===== src/rtl/weight_loader_pkg.sv =====
// Shared definitions for the multi-channel weight loader: FSM encoding,
// BRAM read latency and the occupancy rule that gates read issue.
package weight_loader_pkg;

    typedef enum logic [1:0] {
        ST_IDLE  = 2'd0,
        ST_LOAD  = 2'd1,
        ST_DRAIN = 2'd2
    } state_t;

    localparam int BRAM_RD_LATENCY = 1;
    localparam int BUF_DEPTH       = 2;

    // occ counts buffered plus in-flight words; a same-cycle pop frees a slot.
    function automatic logic can_issue(input int occ, input logic pop);
        return (occ - int'(pop)) < BUF_DEPTH;
    endfunction

endpackage


===== src/rtl/weight_loader_mc_if.sv =====
// Weight output stream from the loader to the PE array.
// A word transfers on every clock edge where weight_vld && weight_rdy; while
// weight_vld is high and weight_rdy low, weight is held stable by the master.
interface weight_loader_mc_if #(
    parameter int NUM_CH       = 4,
    parameter int WEIGHT_WIDTH = 8
);
    logic [NUM_CH*WEIGHT_WIDTH-1:0] weight;
    logic                           weight_vld;
    logic                           weight_rdy;

    modport master (output weight, output weight_vld, input weight_rdy);
    modport slave  (input weight, input weight_vld, output weight_rdy);
endinterface


===== src/rtl/weight_skid_buf.sv =====
// Two-entry FIFO holding captured weight words; the head drives the output
// stream. Flush drops contents without touching storage.
module weight_skid_buf
    import weight_loader_pkg::*;
#(
    parameter int WIDTH = 32
) (
    input  logic             clk,
    input  logic             rst,
    input  logic             i_flush,
    input  logic             i_push,
    input  logic [WIDTH-1:0] i_din,
    input  logic             i_pop,
    output logic [WIDTH-1:0] o_dout,
    output logic [1:0]       o_count
);

    logic [WIDTH-1:0] r_mem [BUF_DEPTH];
    logic             r_wr_ptr;
    logic             r_rd_ptr;
    logic [1:0]       r_count;

    always_ff @(posedge clk) begin
        if (!rst) begin
            for (int i = 0; i < BUF_DEPTH; i++) begin
                r_mem[i] <= '0;
            end
            r_wr_ptr <= 1'b0;
            r_rd_ptr <= 1'b0;
            r_count  <= 2'd0;
        end else if (i_flush) begin
            r_wr_ptr <= 1'b0;
            r_rd_ptr <= 1'b0;
            r_count  <= 2'd0;
        end else begin
            if (i_push) begin
                r_mem[r_wr_ptr] <= i_din;
                r_wr_ptr        <= ~r_wr_ptr;
            end
            if (i_pop) begin
                r_rd_ptr <= ~r_rd_ptr;
            end
            r_count <= r_count + {1'b0, i_push} - {1'b0, i_pop};
        end
    end

    assign o_dout  = r_mem[r_rd_ptr];
    assign o_count = r_count;

endmodule


===== src/rtl/weight_loader_mc.sv =====
// Streams load_len words from NUM_CH weight BRAM banks through a shared
// address, presenting each word on a valid/ready stream with backpressure.
module weight_loader_mc
    import weight_loader_pkg::*;
#(
    parameter int NUM_CH        = 4,
    parameter int BRAM_ADDR_BIT = 32,
    parameter int BRAM_WIDTH    = 32,
    parameter int WEIGHT_WIDTH  = 8,
    parameter int ADDR_STEP     = 4,
    parameter int LEN_BIT       = 16
) (
    input  logic                           clk,
    input  logic                           rst,
    input  logic                           load_start,
    input  logic                           load_abort,
    input  logic [BRAM_ADDR_BIT-1:0]       base_addr,
    input  logic [LEN_BIT-1:0]             load_len,
    output logic                           busy,
    output logic                           load_done,
    weight_loader_mc_if.master             w_if,
    output logic                           BRAM_clk,
    output logic                           BRAM_en,
    output logic                           BRAM_rst,
    output logic [BRAM_WIDTH-1:0]          BRAM_din,
    output logic [BRAM_ADDR_BIT/8-1:0]     BRAM_wen,
    output logic [BRAM_ADDR_BIT-1:0]       BRAM_addr,
    input  logic [NUM_CH*BRAM_WIDTH-1:0]   BRAM_dout,
    output state_t                         o_dbg_state
);

    localparam int DW = NUM_CH * WEIGHT_WIDTH;

    state_t                     r_state;
    state_t                     w_next_state;
    logic [BRAM_ADDR_BIT-1:0]   r_addr;
    logic [LEN_BIT-1:0]         r_issue_left;
    logic [LEN_BIT-1:0]         r_pop_left;
    logic [BRAM_RD_LATENCY-1:0] r_inflight;
    logic                       r_done;

    logic [1:0]                 w_count;
    logic [DW-1:0]              w_head;
    logic [DW-1:0]              w_lanes;
    logic                       w_vld;
    logic                       w_pop;
    logic                       w_abort;
    logic                       w_start;
    logic                       w_issue;
    logic                       w_final_pop;
    logic                       w_push;
    int                         w_occ;
    logic                       w_unused_dout;

    // Each lane takes the low WEIGHT_WIDTH bits of its bank.
    for (genvar gi = 0; gi < NUM_CH; gi++) begin : g_lane
        assign w_lanes[gi*WEIGHT_WIDTH +: WEIGHT_WIDTH] =
            BRAM_dout[gi*BRAM_WIDTH +: WEIGHT_WIDTH];
    end
    assign w_unused_dout = ^BRAM_dout;

    assign w_vld   = (w_count != 2'd0);
    assign w_pop   = w_vld & w_if.weight_rdy;
    assign w_abort = load_abort & (r_state != ST_IDLE);
    assign w_start = load_start & (r_state == ST_IDLE);
    assign w_occ   = int'(w_count) + $countones(r_inflight);
    assign w_push  = r_inflight[BRAM_RD_LATENCY-1] & ~w_abort;

    always_comb begin
        w_next_state = r_state;
        w_issue      = 1'b0;
        w_final_pop  = 1'b0;
        case (r_state)
            ST_IDLE: begin
                if (load_start && (load_len != '0)) begin
                    w_next_state = ST_LOAD;
                end
            end
            ST_LOAD: begin
                if (w_abort) begin
                    w_next_state = ST_IDLE;
                end else if (can_issue(w_occ, w_pop)) begin
                    w_issue = 1'b1;
                    if (r_issue_left == LEN_BIT'(1)) begin
                        w_next_state = ST_DRAIN;
                    end
                end
            end
            ST_DRAIN: begin
                if (w_abort) begin
                    w_next_state = ST_IDLE;
                end else if (w_pop && (r_pop_left == LEN_BIT'(1))) begin
                    w_final_pop  = 1'b1;
                    w_next_state = ST_IDLE;
                end
            end
            default: w_next_state = ST_IDLE;
        endcase
    end

    always_ff @(posedge clk) begin
        if (!rst) begin
            r_state      <= ST_IDLE;
            r_addr       <= '0;
            r_issue_left <= '0;
            r_pop_left   <= '0;
            r_inflight   <= '0;
            r_done       <= 1'b0;
        end else begin
            r_state <= w_next_state;
            r_done  <= w_final_pop | (w_start & (load_len == '0));
            // Abort discards the read still in flight; its data is never pushed.
            if (w_abort) begin
                r_inflight <= '0;
            end else begin
                r_inflight <= (r_inflight << 1) | BRAM_RD_LATENCY'(w_issue);
            end
            if (w_start) begin
                r_addr       <= base_addr;
                r_issue_left <= load_len;
                r_pop_left   <= load_len;
            end else begin
                if (w_issue) begin
                    r_addr       <= r_addr + BRAM_ADDR_BIT'(ADDR_STEP);
                    r_issue_left <= r_issue_left - LEN_BIT'(1);
                end
                if (w_pop) begin
                    r_pop_left <= r_pop_left - LEN_BIT'(1);
                end
            end
        end
    end

    weight_skid_buf #(
        .WIDTH (DW)
    ) u_buf (
        .clk     (clk),
        .rst     (rst),
        .i_flush (w_abort),
        .i_push  (w_push),
        .i_din   (w_lanes),
        .i_pop   (w_pop & ~w_abort),
        .o_dout  (w_head),
        .o_count (w_count)
    );

    assign busy            = (r_state != ST_IDLE);
    assign load_done       = r_done;
    assign w_if.weight     = w_head;
    assign w_if.weight_vld = w_vld;
    assign BRAM_clk        = clk;
    assign BRAM_en         = w_issue;
    assign BRAM_rst        = 1'b0;
    assign BRAM_din        = '0;
    assign BRAM_wen        = '0;
    assign BRAM_addr       = r_addr;
    assign o_dbg_state     = r_state;

endmodule


===== src/flat_wrapper.sv =====
// flat-port wrapper written by rule: the top's interface ports become plain ports
module weight_loader_mc_flat import weight_loader_pkg::*;
#(
    parameter int NUM_CH        = 4,
    parameter int BRAM_ADDR_BIT = 32,
    parameter int BRAM_WIDTH    = 32,
    parameter int WEIGHT_WIDTH  = 8,
    parameter int ADDR_STEP     = 4,
    parameter int LEN_BIT       = 16
)
  (clk, rst, load_start, load_abort, base_addr, load_len, busy, load_done, BRAM_clk, BRAM_en, BRAM_rst, BRAM_din, BRAM_wen, BRAM_addr, BRAM_dout, o_dbg_state, w_if_weight, w_if_weight_vld, w_if_weight_rdy);
  weight_loader_mc_if #(.NUM_CH(NUM_CH), .WEIGHT_WIDTH(WEIGHT_WIDTH)) w_if_i ();
  input  logic clk;
  input  logic rst;
  input  logic load_start;
  input  logic load_abort;
  input  logic [BRAM_ADDR_BIT-1:0] base_addr;
  input  logic [LEN_BIT-1:0] load_len;
  output logic busy;
  output logic load_done;
  output logic BRAM_clk;
  output logic BRAM_en;
  output logic BRAM_rst;
  output logic [BRAM_WIDTH-1:0] BRAM_din;
  output logic [BRAM_ADDR_BIT/8-1:0] BRAM_wen;
  output logic [BRAM_ADDR_BIT-1:0] BRAM_addr;
  input  logic [NUM_CH*BRAM_WIDTH-1:0] BRAM_dout;
  output state_t o_dbg_state;
  output wire logic [$bits(w_if_i.weight)-1:0] w_if_weight;
  output wire logic [$bits(w_if_i.weight_vld)-1:0] w_if_weight_vld;
  input wire logic [$bits(w_if_i.weight_rdy)-1:0] w_if_weight_rdy;
  assign w_if_weight = w_if_i.weight;
  assign w_if_weight_vld = w_if_i.weight_vld;
  assign w_if_i.weight_rdy = w_if_weight_rdy;
  weight_loader_mc #(.NUM_CH(NUM_CH), .BRAM_ADDR_BIT(BRAM_ADDR_BIT), .BRAM_WIDTH(BRAM_WIDTH), .WEIGHT_WIDTH(WEIGHT_WIDTH), .ADDR_STEP(ADDR_STEP), .LEN_BIT(LEN_BIT)) u_core (.clk(clk), .rst(rst), .load_start(load_start), .load_abort(load_abort), .base_addr(base_addr), .load_len(load_len), .busy(busy), .load_done(load_done), .w_if(w_if_i), .BRAM_clk(BRAM_clk), .BRAM_en(BRAM_en), .BRAM_rst(BRAM_rst), .BRAM_din(BRAM_din), .BRAM_wen(BRAM_wen), .BRAM_addr(BRAM_addr), .BRAM_dout(BRAM_dout), .o_dbg_state(o_dbg_state));
endmodule

===== config.mk =====
export PLATFORM = sky130hd
export DESIGN_NAME = weight_loader_mc_flat
export DESIGN_NICKNAME = d
export VERILOG_FILES = /design/src/rtl/weight_loader_pkg.sv /design/src/rtl/weight_loader_mc_if.sv /design/src/rtl/weight_skid_buf.sv /design/src/rtl/weight_loader_mc.sv /design/src/flat_wrapper.sv
export SDC_FILE = /design/constraint.sdc
export NUM_CORES = 1
export LEC_CHECK = 0
export CORE_AREA = 2 2 147 113
export CTS_CLUSTER_DIAMETER = 200
export CTS_CLUSTER_SIZE = 14
export DETAILED_ROUTE_END_ITERATION = 8
export DIE_AREA = 0 0 149 115
export HOLD_SLACK_MARGIN = 0.06
export PLACE_DENSITY = 0.88
export SYNTH_ARGS = -nofsm -noshare
export SYNTH_HDL_FRONTEND = slang
export SYNTH_HIERARCHICAL = 1
export SYNTH_SLANG_ARGS = --single-unit

===== constraint.sdc =====
create_clock -name clk -period 11.8 [get_ports clk]
set_input_delay 2.36 -clock clk [delete_from_list [all_inputs] [get_ports clk]]
set_output_delay 2.36 -clock clk [all_outputs]
set_load 0.01 [all_outputs]

Word-level counts from Yosys, hierarchy flattened. Memory sizes are Yosys's and may differ from the RTL's. A register that Yosys moved wholly into a read port is not among the register bits. Index checks and enable logic that the tools add are counted.

Bits in registers: 72. Memory bits (read-only): 0. Output and inout bits: 108. Bits in latches: 0. RAM bits: 64. Memories kept: 1. Input bits: 181.

Order comparisons: 1. $mul: 0. Muxes and demuxes: 29. Bitwise gates (word level): 11. Divide/modulo/power cells: 0. Shifts and indexed selects: 0. Eq/ne operators: 8. Add/sub/neg operators: 7. Reductions and logical operators: 12.

Memory list: u_core.u_buf.r_mem (depth 2, width 32, read ports 1, clocked after memory_dff 1, write ports 2, line weight_skid_buf.sv:18) `logic [WIDTH-1:0] r_mem [BUF_DEPTH];`.

Operators by type and width (count): $mux 32 (3); $mux 16 (4); $add 32x3->32 const B (1); $eq 16x1->1 const B (2); $lt 32x3->1 const B (1); $reduce_or 32->1 (1); $sub 16x1->16 const B (2); $sub 32x2->32 (1); $logic_not 16->1 (1); $reduce_bool 16->1 (1); $mux 1 (15); $mux 2 (6); $ne 3x1->1 const B (3); $reduce_bool 2->1 (4); $and 1x1->1 (6); $pmux 2 s3 (1); $not 1->1 (4); $reduce_and 4->1 (1); $add 2x1->3 (1); $add 2x1->2 (1); $eq 2x1->1 const B (1); $eq 2x2->1 const B (1); $logic_and 1x1->1 (2); $logic_not 2->1 (1); 4 further kinds (4).

Longest topological paths before layout.
Depth in word-level cells: 10. Depth in mapped cells: 12. Gate-level depth less buffers: 10.

Cells and area by module. The synthesis kept the hierarchy.

Modules (own cells, without submodules): weight_loader_mc (times used 1, cells each 535, area an instance 4129.0 um^2, sequential area each 1361.3 um^2); weight_skid_buf (times used 1, cells each 202, area an instance 3094.2 um^2, sequential area each 2021.9 um^2).

==> flow_summary_export.csv <==
group,metric,value,unit
outcome,outcome,"finished, final reports clean",
drt,vias,6226,
clock_network,post_cts_buffers,0,
sta,hold_violations,0,
global_routing,grt_pass1_wl,28770,um
floorplanning,initial_utilization,45.96,%
worst_setup_path,crit_type,"clock port to primary output",
cells_and_area,post-route-util,59.67,%
drt,firstDrtPassIters,7,
worst_setup_path,end_kind,"primary output",
sta,worstMarginPinSlew,1.158,ns
clock_network,tritoncts,"done",
floorplanning,pin_count,289,
place,dpl.hpwl,12720,um
synthesis,syn-cell-area,7223,sq um
drt,postRouteAntennaNets,0,
cells_and_area,insertedDiodeCount,0,
cells_and_area,area_growth,29.83,%
clock_network,cts-resized-gates,0,
global_routing,global_route.usage.total,21.60,%
global_routing,grt_max_degree,74,
power_and_ir_drop,p_leak,3.622,nW
worst_hold_path,hold_class,"flop to flop",
cells_and_area,fillerInstances,1285,
clock_network,cts_hold_buf,0,
floorplanning,dieWidth,149,um
synthesis,synth_cells,737,
synthesis,avgSynthCellArea,9.801,sq um
drt,drt_iter0_markers,680,
synthesis,synthArstFlopShare,0,%
drt,via_per_inst,5.686,
synthesis,synth.area.top_cells,"edfxtp_1 27%, dfxtp_1 20%, and3_1 5.7%",
worst_setup_path,start_kind,"clock port",
worst_setup_path,required,9.44,ns
sta,slew_headroom,22.70,%
clock_network,clk_latency,0.53,ns
sta,setup_tns,0,ns
synthesis,yosys_warnings,6,
cells_and_area,final_nets,1061,
power_and_ir_drop,p_per_area,148.9,nW/um^2
synthesis,synth_edf_count,64,
synthesis,synth.top_cell.area_share,26.61,%
synthesis,synth.distinct_cells,67,
floorplanning,rows,40,
run,drv_cap,0,
synthesis,ys_ff_latch,137,
synthesis,seq_area_frac_synth,46.84,%
floorplanning,die_height,115,um
floorplanning,core,15720,sq um
drt,drc,0,
global_routing,grt_pass1_vias,5639,
worst_setup_path,worstPathArrival,6.61,ns
synthesis,synth_ff_type,"dfxtp_1",
place,gp_congestion,0.8510,
sta,finalSetupViolCount,0,
drt,drt-wirelength-per-cell,17.47,um
global_routing,grt.overflow.total,0,
sta,skew,0.008491,ns
worst_setup_path,crit_path_max_fanout,2,
sta,slew_viol_final,0,
power_and_ir_drop,ir_drop,0.0001016,V
global_routing,antenna_found_initial,0,
cells_and_area,drive_gt1_share,10.51,%
clock_network,path_clk_slew,0.06,ns
synthesis,yosysMostFrequentCell,"dfxtp_1",
floorplanning,die_area,17140,sq um
place,portBuffers,155,
synthesis,yosys.area.top_type,"edfxtp_1",
synthesis,netlist_top_cells_count,"73 x dfxtp_1, 66 x and3_1, 64 x edfxtp_1",
sta,rsz0062_at_grt,"no",
sta,fin_hold_ws,0.4564,ns
drt,drt-total-wl,19130,um
==> worst max-delay path, stage by stage <==
cell and delay [ns]:
clkbuf_16 0.12, clkbuf_16 0.13, clkdlybuf4s50_1 0.46
==> per-layer routing <==
metal  up-vias  GRT usage, %  routed length [um]  share of wire, %
met5         -             0                   0                 0
met4         0         6.667                 243               1.3
met3        25         5.595                2060                11
met2       343         34.78                8809                46
met1      2937         28.82                8020                42
li1       2921             -                   -                 -
==> cell families after synthesis <==
kind of cell             Yosys count  synth area share (%)
multiplexers                      34                 5.283
AO/OA/AOI/OAI                    154                 12.89
flip-flops                       137                 46.84
other                              1               0.05192
adder cells (fa/ha/maj)            8                 1.490
buffers and inverters            102                 8.488
AND/OR/NAND/NOR                  274                 21.50
XOR/XNOR                          27                 3.464
==> final cells by class <==
class | instances | area (sq um) | share of cell area (%)
clock inverters | 15 | 181.4 | 1.935
well taps | 210 | 262.8 | 2.802
multi-input cells | 534 | 3374 | 35.98
inverters | 15 | 56.30 | 0.6004
flip-flops and latches | 137 | 3383 | 36.08
repair buffers | 163 | 1609 | 17.16
clock buffers | 21 | 510.5 | 5.444
==> flip-flops by register name, indices dropped and copies added, names as in the netlist, named ones only <==
signal and flops:
u_core/u_buf/r_rd_ptr 1, u_core/o_dbg_state 2, u_core/u_buf/r_wr_ptr 1, u_core/r_pop_left 16, u_core/u_buf/o_count 2, u_core/r_inflight 1
u_core/load_done 1, u_core/u_buf/r_mem 64, u_core/BRAM_addr 32, u_core/r_issue_left 16
==> final timing paths <==
kind              cells after the start               startpoint  slack (ns)              endpoint
hold / removal                        2      u_core/BRAM_addr[1]        0.46   u_core/BRAM_addr[1]
setup / recovery                      3                      clk        2.83              BRAM_clk
hold reg to reg                       2      u_core/BRAM_addr[1]        0.46   u_core/BRAM_addr[1]
setup reg to reg                     10  u_core/u_buf/o_count[1]        8.62  u_core/BRAM_addr[11]
==> cells in the final DEF, fill, tap and decap left out, types with 16 or more instances in the layout <==
cell type,count
clkdlybuf4s50_1,155
dfxtp_1,73
and3_1,66
edfxtp_1,64
a21oi_1,50
o21ai_0,46
nand2_1,43
conb_1,37
nor2_1,36
mux2_2,30
nand3_1,29
clkbuf_16,20
nand4_1,16
nor4_1,16
==> metrics by stage <==
step / total power, W / worst slack (ns) / instances / cell area, sq um
finish: 0.001396 / 2.832 / 1095 / 9378
global route: 0.001447 / 2.816 / 1095 / 9378
CTS: 0.001399 / 2.823 / 1095 / 9378
detailed placement: 0.0008052 / 3.091 / 1060 / 8696
global placement: 0.0007979 / 3.091 / 1060 / 8696
floorplan: 0.0007113 / 3.421 / 773 / 7358
==> power by group <==
group          switching (W)  internal, W  leakage, nW  total [W]
clock network       0.000233     0.000370        0.339   0.000603
logic               0.000119     0.000114         2.02   0.000234
registers          0.0000308     0.000528         1.26   0.000559
total               0.000384      0.00101         3.62    0.00140
Note: power is estimated with default switching activity, not from simulation.
